`config.mk`:
```
export PLATFORM = sky130hd
export DESIGN_NAME = tmds_rx_channel
export DESIGN_NICKNAME = d
export VERILOG_FILES = /design/src/rtl/tmds_pkg.sv /design/src/rtl/tmds_symbol_decoder.sv /design/src/rtl/tmds_rx_channel.sv
export SDC_FILE = /design/constraint.sdc
export NUM_CORES = 1
export LEC_CHECK = 0
export ABC_AREA = 1
export CORE_MARGIN = 8
export CORE_UTILIZATION = 59
export DETAILED_ROUTE_END_ITERATION = 10
export GPL_ROUTABILITY_DRIVEN = 1
export MAX_ROUTING_LAYER = met4
export PLACE_DENSITY = 0.87
export SETUP_SLACK_MARGIN = 0.05
export SKIP_CTS_REPAIR_TIMING = 1
export SLEW_MARGIN = 5
export SYNTH_ARGS = -nofsm -noshare
export SYNTH_HDL_FRONTEND = slang
export SYNTH_SLANG_ARGS = --single-unit
```
`constraint.sdc`:
```
create_clock -name dataLoadClock -period 2.5 [get_ports dataLoadClock]
set_input_delay 0.75 -clock dataLoadClock [delete_from_list [all_inputs] [get_ports dataLoadClock]]
set_output_delay 0.75 -clock dataLoadClock [all_outputs]
set_load 0.02 [all_outputs]
```
`src/rtl/tmds_pkg.sv`:
```
// Shared TMDS receive definitions.
//   - SYM_W / HALF_W: 10-bit TMDS symbol carried as two 5-bit deserializer words
//   - TOKEN_Cxy: the four control-token code words, named by the {c1,c0} they carry
//   - rx_state_e: symbol-alignment state (SEARCH, LOCKED)
package tmds_pkg;

    localparam int SYM_W  = 10;
    localparam int HALF_W = 5;

    // Control tokens; the suffix is the {c1,c0} code each one decodes to.
    localparam logic [SYM_W-1:0] TOKEN_C00 = 10'h354;
    localparam logic [SYM_W-1:0] TOKEN_C01 = 10'h0AB;
    localparam logic [SYM_W-1:0] TOKEN_C10 = 10'h154;
    localparam logic [SYM_W-1:0] TOKEN_C11 = 10'h2AB;

    typedef enum logic {
        SEARCH = 1'b0,
        LOCKED = 1'b1
    } rx_state_e;

endpackage

```
`src/rtl/tmds_symbol_decoder.sv`:
```
// Combinational TMDS 10b symbol decoder, shared by the video path and a
// future TERC4 path.
// Ports:
//   symbol_i   [9:0]  raw aligned symbol
//   data_en_o         1 = data symbol, 0 = control token
//   pixel_o    [7:0]  decoded byte, 0 for control tokens
//   ctrl_o     [1:0]  {c1,c0} for control tokens, 0 for data
//   is_token_o        symbol is one of the four control tokens
module tmds_symbol_decoder
    import tmds_pkg::*;
(
    input  logic [SYM_W-1:0] symbol_i,
    output logic             data_en_o,
    output logic [7:0]       pixel_o,
    output logic [1:0]       ctrl_o,
    output logic             is_token_o
);

    logic [7:0] d;
    logic [7:0] data_pix;

    // Bit 9 flags an inverted payload; bit 8 selects XOR (1) or XNOR (0) chaining.
    assign d        = symbol_i[9] ? ~symbol_i[7:0] : symbol_i[7:0];
    assign data_pix = {d[7:1] ^ d[6:0] ^ {7{~symbol_i[8]}}, d[0]};

    always_comb begin
        data_en_o  = 1'b0;
        pixel_o    = 8'h00;
        ctrl_o     = 2'b00;
        is_token_o = 1'b1;
        case (symbol_i)
            TOKEN_C00: ctrl_o = 2'b00;
            TOKEN_C01: ctrl_o = 2'b01;
            TOKEN_C10: ctrl_o = 2'b10;
            TOKEN_C11: ctrl_o = 2'b11;
            default: begin
                is_token_o = 1'b0;
                data_en_o  = 1'b1;
                pixel_o    = data_pix;
            end
        endcase
    end

endmodule

```
`src/rtl/tmds_rx_channel.sv`:
```
// One TMDS receive channel: word-pair history, symbol alignment hunt on
// control tokens, and symbol decode.
// Parameters: TOKEN_RUN, SEARCH_TIMEOUT, LOCK_TIMEOUT.
// Ports:
//   dataLoadClock       deserializer word clock, all logic on rising edge
//   asyncResetN         asynchronous active-low reset
//   serialData  [4:0]   deserialized word, bit 0 received first
//   symbolValid         one-cycle strobe for the decoded outputs
//   dataEnable          1 = data symbol, 0 = control token
//   pixelData   [7:0]   decoded byte, 0 on control tokens
//   ctrl        [1:0]   {c1,c0} of the last control token seen while locked
//   locked              symbol alignment established
//   bitOffset   [3:0]   current alignment offset, 0..9
//   errorCount  [15:0]  lock-loss count
// Build option: define TMDS_RX_ERROR_COUNT_EN to count LOCKED->SEARCH
// transitions (saturating); otherwise errorCount is tied to 0.
//
// state  | meaning
// SEARCH | hunting for TOKEN_RUN consecutive tokens at bitOffset
// LOCKED | aligned; decoded symbols are strobed out
module tmds_rx_channel
    import tmds_pkg::*;
#(
    parameter int TOKEN_RUN      = 8,
    parameter int SEARCH_TIMEOUT = 2048,
    parameter int LOCK_TIMEOUT   = 4096
) (
    input  logic              dataLoadClock,
    input  logic              asyncResetN,
    input  logic [HALF_W-1:0] serialData,
    output logic              symbolValid,
    output logic              dataEnable,
    output logic [7:0]        pixelData,
    output logic [1:0]        ctrl,
    output logic              locked,
    output logic [3:0]        bitOffset,
    output logic [15:0]       errorCount
);

    localparam int RUN_W  = $clog2(TOKEN_RUN) + 1;
    localparam int TMO_W  = $clog2(SEARCH_TIMEOUT) + 1;
    localparam int IDLE_W = $clog2(LOCK_TIMEOUT) + 1;

    localparam logic [RUN_W-1:0]  RUN_LIMIT  = RUN_W'(TOKEN_RUN);
    localparam logic [TMO_W-1:0]  TMO_LIMIT  = TMO_W'(SEARCH_TIMEOUT);
    localparam logic [IDLE_W-1:0] IDLE_LIMIT = IDLE_W'(LOCK_TIMEOUT);
    localparam logic [3:0]        OFFSET_MAX = 4'(SYM_W - 1);

    rx_state_e              state_q;
    logic [2*SYM_W-1:0]     history_q;
    logic [2*SYM_W+HALF_W-1:0] hist_ext;
    logic [SYM_W-1:0]       window;
    logic                   phase_q;
    logic                   raw_valid_q;
    logic [SYM_W-1:0]       raw_q;
    logic [3:0]             bit_off_q;
    logic [RUN_W-1:0]       run_q, run_d;
    logic [TMO_W-1:0]       tmo_q, tmo_d;
    logic [IDLE_W-1:0]      idle_q, idle_d;
    logic                   valid_q, de_q, locked_q;
    logic [7:0]             pix_q;
    logic [1:0]             ctrl_q;

    logic                   dec_de, dec_tok;
    logic [7:0]             dec_pix;
    logic [1:0]             dec_ctrl;
    logic                   lock_hit, tmo_hit, idle_hit;

    // Zero-extend so the 4-bit offset can never select past the history.
    assign hist_ext = {{HALF_W{1'b0}}, history_q};
    assign window   = hist_ext[bit_off_q +: SYM_W];

    tmds_symbol_decoder u_decoder (
        .symbol_i   (raw_q),
        .data_en_o  (dec_de),
        .pixel_o    (dec_pix),
        .ctrl_o     (dec_ctrl),
        .is_token_o (dec_tok)
    );

    // Saturating next values; only consumed on symbol-evaluation edges.
    always_comb begin
        run_d  = '0;
        idle_d = '0;
        if (dec_tok)
            run_d = (&run_q) ? run_q : run_q + 1'b1;
        else
            idle_d = (&idle_q) ? idle_q : idle_q + 1'b1;
        tmo_d = (&tmo_q) ? tmo_q : tmo_q + 1'b1;
    end

    assign lock_hit = (run_d == RUN_LIMIT);
    assign tmo_hit  = (tmo_d == TMO_LIMIT);
    assign idle_hit = (idle_d == IDLE_LIMIT);

    always_ff @(posedge dataLoadClock or negedge asyncResetN) begin
        if (!asyncResetN) begin
            state_q     <= SEARCH;
            history_q   <= '0;
            phase_q     <= 1'b0;
            raw_valid_q <= 1'b0;
            raw_q       <= '0;
            bit_off_q   <= '0;
            run_q       <= '0;
            tmo_q       <= '0;
            idle_q      <= '0;
            valid_q     <= 1'b0;
            de_q        <= 1'b0;
            pix_q       <= '0;
            ctrl_q      <= '0;
            locked_q    <= 1'b0;
        end else begin
            history_q   <= {serialData, history_q[2*SYM_W-1:HALF_W]};
            phase_q     <= ~phase_q;
            raw_valid_q <= phase_q;
            valid_q     <= 1'b0;
            if (phase_q)
                raw_q <= window;

            // Evaluation edges alternate with capture edges, so bitOffset
            // never changes under a capture.
            if (raw_valid_q) begin
                case (state_q)
                    SEARCH: begin
                        if (lock_hit) begin
                            // Lock wins over a coincident timeout; this symbol is strobed.
                            state_q  <= LOCKED;
                            locked_q <= 1'b1;
                            run_q    <= '0;
                            tmo_q    <= '0;
                            idle_q   <= '0;
                            valid_q  <= 1'b1;
                            de_q     <= dec_de;
                            pix_q    <= dec_pix;
                            if (dec_tok)
                                ctrl_q <= dec_ctrl;
                        end else if (tmo_hit) begin
                            bit_off_q <= (bit_off_q == OFFSET_MAX) ? 4'd0 : bit_off_q + 4'd1;
                            run_q     <= '0;
                            tmo_q     <= '0;
                        end else begin
                            run_q <= run_d;
                            tmo_q <= tmo_d;
                        end
                    end
                    LOCKED: begin
                        if (idle_hit) begin
                            state_q  <= SEARCH;
                            locked_q <= 1'b0;
                            run_q    <= '0;
                            tmo_q    <= '0;
                            idle_q   <= '0;
                        end else begin
                            idle_q  <= idle_d;
                            valid_q <= 1'b1;
                            de_q    <= dec_de;
                            pix_q   <= dec_pix;
                            if (dec_tok)
                                ctrl_q <= dec_ctrl;
                        end
                    end
                    default: state_q <= SEARCH;
                endcase
            end
        end
    end

`ifdef TMDS_RX_ERROR_COUNT_EN
    logic        lock_drop;
    logic [15:0] err_q;

    assign lock_drop = raw_valid_q && (state_q == LOCKED) && idle_hit;

    always_ff @(posedge dataLoadClock or negedge asyncResetN) begin
        if (!asyncResetN)
            err_q <= '0;
        else if (lock_drop && (err_q != 16'hFFFF))
            err_q <= err_q + 16'd1;
    end

    assign errorCount = err_q;
`else
    assign errorCount = 16'h0000;
`endif

    assign symbolValid = valid_q;
    assign dataEnable  = de_q;
    assign pixelData   = pix_q;
    assign ctrl        = ctrl_q;
    assign locked      = locked_q;
    assign bitOffset   = bit_off_q;

endmodule

```
======== Yosys cells after proc, flatten, opt, wreduce, memory -nomap -nowiden ========
Cells that the tools add are included.
word-level totals
  flip-flop bits (word level) ............. 79
  logic and storage cells ................. 85
operators by class
  add/sub/neg operators ................... 4
  equality and inequality tests ........... 11
  shifts and indexed selects .............. 1
  muxes and demuxes ....................... 39
  bitwise logic cells ..................... 7
  reduce and logical (&&, ||, !) cells .... 9
operator list
  operator                                                           count
  13-bit 2-to-1 mux                                                  4
  12-bit 2-to-1 mux                                                  4
  8-bit 2-to-1 mux                                                   4
  13-bit case mux with 2 select lines                                1
  25-bit by 5-bit indexed part select with 10-bit output             1
  4-bit 2-to-1 mux                                                   6
  12-bit case mux with 2 select lines                                1
  10-bit == test (second input constant)                             2
  8-bit case mux with 2 select lines                                 1
  7-bit XOR                                                          2
  13-bit by 1-bit adder with 13-bit output (second input constant)   1
  13-bit == test (second input constant)                             1
  13-bit AND reduction                                               1
  12-bit by 1-bit adder with 12-bit output (second input constant)   1
  12-bit == test (second input constant)                             1
  12-bit AND reduction                                               1
  10-bit by 8-bit == test with 1-bit output (second input constant)  1
  10-bit by 9-bit == test with 1-bit output (second input constant)  1
  1-bit 2-to-1 mux                                                   9
  4-bit by 1-bit adder with 4-bit output (second input constant)     2
  4-bit == test (second input constant)                              2
  8-bit inverter                                                     1
  4-bit case mux with 2 select lines                                 1
  4-bit AND reduction                                                2
  10 further kinds                                                   20

======== Logic depth before layout (Yosys ltp) ========
  depth in word-level cells ............... 8
  gate-level depth with buffers ........... 18
  depth with buffers taken out ............ 16

======== Hierarchy ========
From an unflattened synthesis, not the netlist that was laid out.
unflattened totals
  cell total of the unflattened synthesis .. 704
  area, all modules ....................... 5091.1 um2
by module, submodules not included
  module               times used  cells an instance  area an instance (um2)  seq. area each (um2)
  tmds_rx_channel      1           638                4712.0                  1976.9
  tmds_symbol_decoder  1           66                 379.1                   0.0

======== Least setup slack after synthesis ========
No wires, ideal clock.
  path type ............................... register to register
  from .................................... register idle_q[0]
  to ...................................... register run_q[0]
  library setup time ...................... 118 ps
  data arrival time ....................... 1901 ps
  slack ................................... 481 ps
  cell stages (with the launch flop) ...... 17
  buffers on the path ..................... 2
  clock period less this slack ............ 2019 ps
  cells stage by stage .................... dfrtp_1 > ha_1 > buf_2 > nand3_2 > nor2_4 > nand2_2 > nand2_1 > nand2_1 > nand2_1 > nand2_1 > nor2_1 > nand3_2 > nand2_4 > nand2_4 > buf_6 > nand2_1 > o21ai_2
on the way
  cells in the longest elaborated chain, start to end .. 6
ends and longest elaborated chain
  item                                                                                     line                    source
  start: declaration                                                                       tmds_rx_channel.sv:59   logic [IDLE_W-1:0] idle_q, idle_d;
  start signal: assignment                                                                 tmds_rx_channel.sv:154  idle_q <= idle_d;
  13-bit by 1-bit adder with 13-bit output / 13-bit AND reduction (equally long branches)  tmds_rx_channel.sv:88   idle_d = (&idle_q) ? idle_q : idle_q + 1'b1;
  13-bit 2-to-1 mux (*)                                                                    tmds_rx_channel.sv:88
  13-bit 2-to-1 mux (*)                                                                    tmds_rx_channel.sv:85   if (dec_tok)
  13-bit == test (*)                                                                       tmds_rx_channel.sv:94   assign idle_hit = (idle_d == IDLE_LIMIT);
  2-bit by 1-bit != test with 1-bit output (no line) (*)                                   --
  2-bit AND reduction (no line) (*)                                                        --
  end signal: assignment                                                                   tmds_rx_channel.sv:142  run_q <= run_d;
  end: declaration                                                                         tmds_rx_channel.sv:57   logic [RUN_W-1:0] run_q, run_d;
Every way passes the cells marked *; elsewhere a longest branch is shown, timed or not.
A chain may end at the register's enable or synchronous reset.

======== Worst setup path after layout ========
  from .................................... register bit_off_q[2] (netlist: bitOffset[2])
  to ...................................... output port bitOffset[2]
RTL lines
  item                      line                    source
  start: declaration        tmds_rx_channel.sv:56   logic [3:0] bit_off_q;
  start signal: assignment  tmds_rx_channel.sv:138  bit_off_q <= (bit_off_q == OFFSET_MAX) ? 4'd0 : bit_off_q + 4'd1;
  end: declaration          tmds_rx_channel.sv:36   output logic [3:0] bitOffset,
No word-level cell between the ends.

==> metrics.md <==
| Metric | Value |
|---|---|
| Async SR Flop Fraction | `between 90% and 100%` |
| P_sw | `0.636 mW` |
| Post-Synth Adder-Cell Area | `roughly 2.3%` |
| Post-route ant nets | `0` |
| CP bufs+invs | `1` |
| CTS tree | `done` |
| Detailed Place HPWL | `~8300 um` |
| Ys Warns | `0` |
| Largest family of logic cells by synthesized area | `simple AND/OR/NAND/NOR gates` |
| Final hold violations | `0` |
| Root Buffer | `clkbuf_8` |
| Total routed wirelength | `11,400 um` |
| Switching share of power | `~25%` |
| Gpl congestion | `between 0.9 and 1` |
| Die ar. | `~0.011 mm^2` |
| # diodes | `0` |
| RSZ-0062 raised after global routing | `false` |
| Final max-slew violation count | `0` |
| Clock net sink count | `around 80` |
| Crit-path max FO | `9` |
| Drt first pass iters | `4` |
| Comb power frac | `6.1%` |
| H-tree depth | `3` |
| VDD IR max | `between 300 and 400 uV` |
| Placed insts | `780` |
| Hold slack | `0.332 ns` |
| Reg power frac | `between 50% and 60%` |
| FF/Latch Area | `slightly below 0.002 mm^2` |
| Syn avg cell area | `7.37 um^2` |
| #FFs+latches synth | `79` |
| Fillers | `659` |
| Routed met1 length | `about 4800 um` |
| Initial drt markers | `256` |
| Area of the multi-input gates | `0.00260 mm^2` |
| Clock network power share | `about 42%` |
| CP top delay family | `buffers and inverters` |
| Tightest Pin Transition | `approximately 0.54 ns` |
| Placement Cell Area | `between 0.005 and 0.006 mm^2` |
| Total power | `around 2.6 mW` |
| Status | `finished, final reports clean` |
| Relative slew slack | `63.8%` |
| Reg2reg end | `run_q[0]` |
| Internal | `just under 2 mW` |
| First-pass GRT wire length | `between 15,000 and 20,000 um` |
| Die width | `~110 um` |
| Critical Path Source | `bitOffset[2]` |
| Simple-gate share of the synthesized area | `a little under a third` |
| Num ports | `40` |
| DR vias/cell | `between 5 and 6` |
| Clk slew on worst S/H paths | `~0.090 ns` |
| CP Class | `register to output port` |
| CTS buffer count | `9` |
| Final worst-path cycle share | `between 90% and 100%` |
| Met2 WL post-DR | `5960 um` |
| CP max stage delay | `around 0.67 ns` |
| Synth Flop Type | `dfrtp_1` |
| Met3 wire len | `roughly 430 um` |
| Setup crit end | `bitOffset[2]` |
| Total track usage | `between 20% and 30%` |
| DR vias | `4,466` |
| Post-Layout Cell Count | `799` |
| Worst EP required | `between 1.5 and 2 ns` |
| PnR worst setup slack | `approximately 0.19 ns` |
| Final Setup Violations | `0` |
| Leak Pwr | `about 2.6 nW` |
| Synth-to-layout area growth | `11.6%` |
| CP Depth | `1` |
| Worst R2R Path Depth | `15` |
| Post-synth EDFFs | `0` |
| Clk buf depth | `2` |
| Total congestion overflow | `0` |
| IO buf count | `23` |
| Die Y | `approximately 110 um` |
| Vias in the first global route | `4,372` |
| Final setup TNS | `0 ns` |
| Place WS | `0.0523 ns` |
| Worst path cell trace | `clkdlybuf4s50_1` |
| Sequential-to-total area share from yosys stat | `40.3%` |
| Fin crit period | `2.31 ns` |
| Initial antenna violation count | `0` |
| Core Area | `a little over 0.008 mm^2` |
| Post-synthesis compound-gate area fraction | `about an eighth` |
| Design Area, Final | `between 0.005 and 0.006 mm^2` |
| Crit start category | `register` |
| Layout cells sized above 1 | `a little over a tenth` |
| Crit path DAT | `~1.6 ns` |
| Critical register-to-register path startpoint | `raw_q[0]` |
| Hold Crit Class | `primary input to asynchronous set/reset pin` |
| Yosys cell types | `42` |
| Max Cap Viol | `0` |
| Util after Layout | `between 60% and 70%` |
| Max Clk Rate | `around 430 MHz` |
| DR DRC count | `0` |
| Pwr/cell area | `roughly 470 mW/mm^2` |
| Routed len/inst | `between 10 and 15 um` |
| Largest net degree at the start of global routing | `46` |
| Reg2reg setup slack | `roughly 0.2 ns` |
| Worst path slowest cell | `clkdlybuf4s50_1` |
| Mapped Cells | `approximately 670` |
| Critical Path End Type | `output port` |
| Initial core utilization | `60.4%` |
| Xor-xnor portion of the synthesized cell area | `between 3 and 4%` |
| Post-Syn Area | `between 0.004 and 0.005 mm^2` |
| Row count | `33` |
| Layout net count | `705` |
| Fin Clk Skew | `around 0.013 ns` |
| Clock latency on the worst-skew pair | `0.36 ns` |
| Multiplexer share of the synthesized area | `less than 1%` |
| Max layer used | `met4` |
## placed cells by master, fill, tap and decap left out, types with 4 or more instances in the layout
| master | count |
|---|---|
| a21oi_1 | 11 |
| a31oi_1 | 7 |
| buf_4 | 13 |
| clkbuf_8 | 9 |
| clkdlybuf4s50_1 | 22 |
| conb_1 | 16 |
| dfrtp_1 | 79 |
| ha_1 | 7 |
| inv_1 | 49 |
| nand2_1 | 205 |
| nand2_2 | 4 |
| nand2_4 | 4 |
| nand3_1 | 47 |
| nand4_1 | 9 |
| nor2_1 | 67 |
| nor2_2 | 5 |
| o211ai_1 | 5 |
| o21ai_0 | 42 |
| o21ai_1 | 12 |
| o21ai_2 | 12 |
| xnor2_1 | 10 |
| xor2_1 | 12 |
## cell type report
class	count	area share, %
repair buffers	36	6.17
clock inverters	7	1.87
multi-input cells	509	47.5
clock buffers	9	2.26
well taps	105	2.40
flip-flops and latches	79	36.1
inverters	54	3.75
## Yosys cell counts, types with 2 or more instances
| master | count | area, um^2 |
|---|---|---|
| o21ai_0 | 43 | 215 |
| o22ai_1 | 2 | 12.5 |
| dfrtp_1 | 79 | 1980 |
| a32o_1 | 2 | 20.0 |
| clkbuf_1 | 10 | 37.5 |
| a21oi_1 | 11 | 55.1 |
| nand2_4 | 3 | 33.8 |
| a31oi_1 | 7 | 43.8 |
| xnor2_1 | 10 | 87.6 |
| buf_6 | 5 | 56.3 |
| o221ai_1 | 2 | 17.5 |
| nor2_1 | 69 | 259 |
| inv_2 | 4 | 15.0 |
| buf_4 | 18 | 135 |
| inv_1 | 49 | 184 |
| o21ai_2 | 11 | 96.3 |
| nand2_1 | 205 | 769 |
| nand2_2 | 7 | 43.8 |
| nor3_1 | 4 | 20.0 |
| nand3_1 | 47 | 235 |
| nand3b_1 | 3 | 22.5 |
| o211ai_1 | 5 | 37.5 |
| nor2_2 | 5 | 31.3 |
| o21ai_1 | 12 | 60.1 |
| nand4_1 | 9 | 56.3 |
| buf_2 | 5 | 25.0 |
| ha_1 | 9 | 113 |
| mux2i_1 | 2 | 20.0 |
| nand3_2 | 3 | 30.0 |
| or2_2 | 2 | 12.5 |
| xor2_1 | 12 | 105 |
## kinds of logic (layout without fill, tap and decap cells)
logic type               Yosys count  after routing
AND/OR/NAND/NOR                  359            359
AO/OA/AOI/OAI                    101            101
XOR/XNOR                          22             22
flip-flops                        79             79
multiplexers                       2              2
other                              1             16
buffers and inverters             93            106
adder cells (fa/ha/maj)            9              9
## sequential cells by signal (all words and copies together) (netlist names)
| signal | cells |
|---|---|
| pixelData | 8 |
| raw_q | 10 |
| ctrl | 2 |
| state_q | 1 |
| raw_valid_q | 1 |
| history_q | 20 |
| tmo_q | 12 |
| dataEnable | 1 |
| symbolValid | 1 |
| idle_q | 13 |
| phase_q | 1 |
| locked | 1 |
| run_q | 4 |
| bitOffset | 4 |
## worst min-delay path by stage
stage               cells past startpoint  slack (ns)             to          start
finish                                  1        0.33  history_q[16]    asyncResetN
global route                            1        0.37  history_q[17]    asyncResetN
CTS                                     1        0.34  history_q[16]    asyncResetN
detailed placement                      0        0.37  history_q[14]  history_q[19]
global placement                        0        0.36  history_q[14]  history_q[19]
floorplan                               0        0.35  history_q[14]  history_q[19]
## layer usage
layer | up-vias | global-route usage [%]
li1 | 2173 | -
met1 | 2136 | 23.6
met2 | 125 | 36.4
met3 | 32 | 3.00
met4 | 0 | 9.95
met5 | - | -
## power by group through the flow
stage / clock [mW] / combinational [mW] / sequential [mW]
after floorplan: 0 / 0.120 / 1.34
after global placement: 0 / 0.153 / 1.35
after detailed placement: 0 / 0.156 / 1.35
after CTS: 1.11 / 0.157 / 1.32
after global routing: 1.16 / 0.180 / 1.33
final: 1.09 / 0.157 / 1.32
No activity file was read; power rests on OpenSTA's default activity.
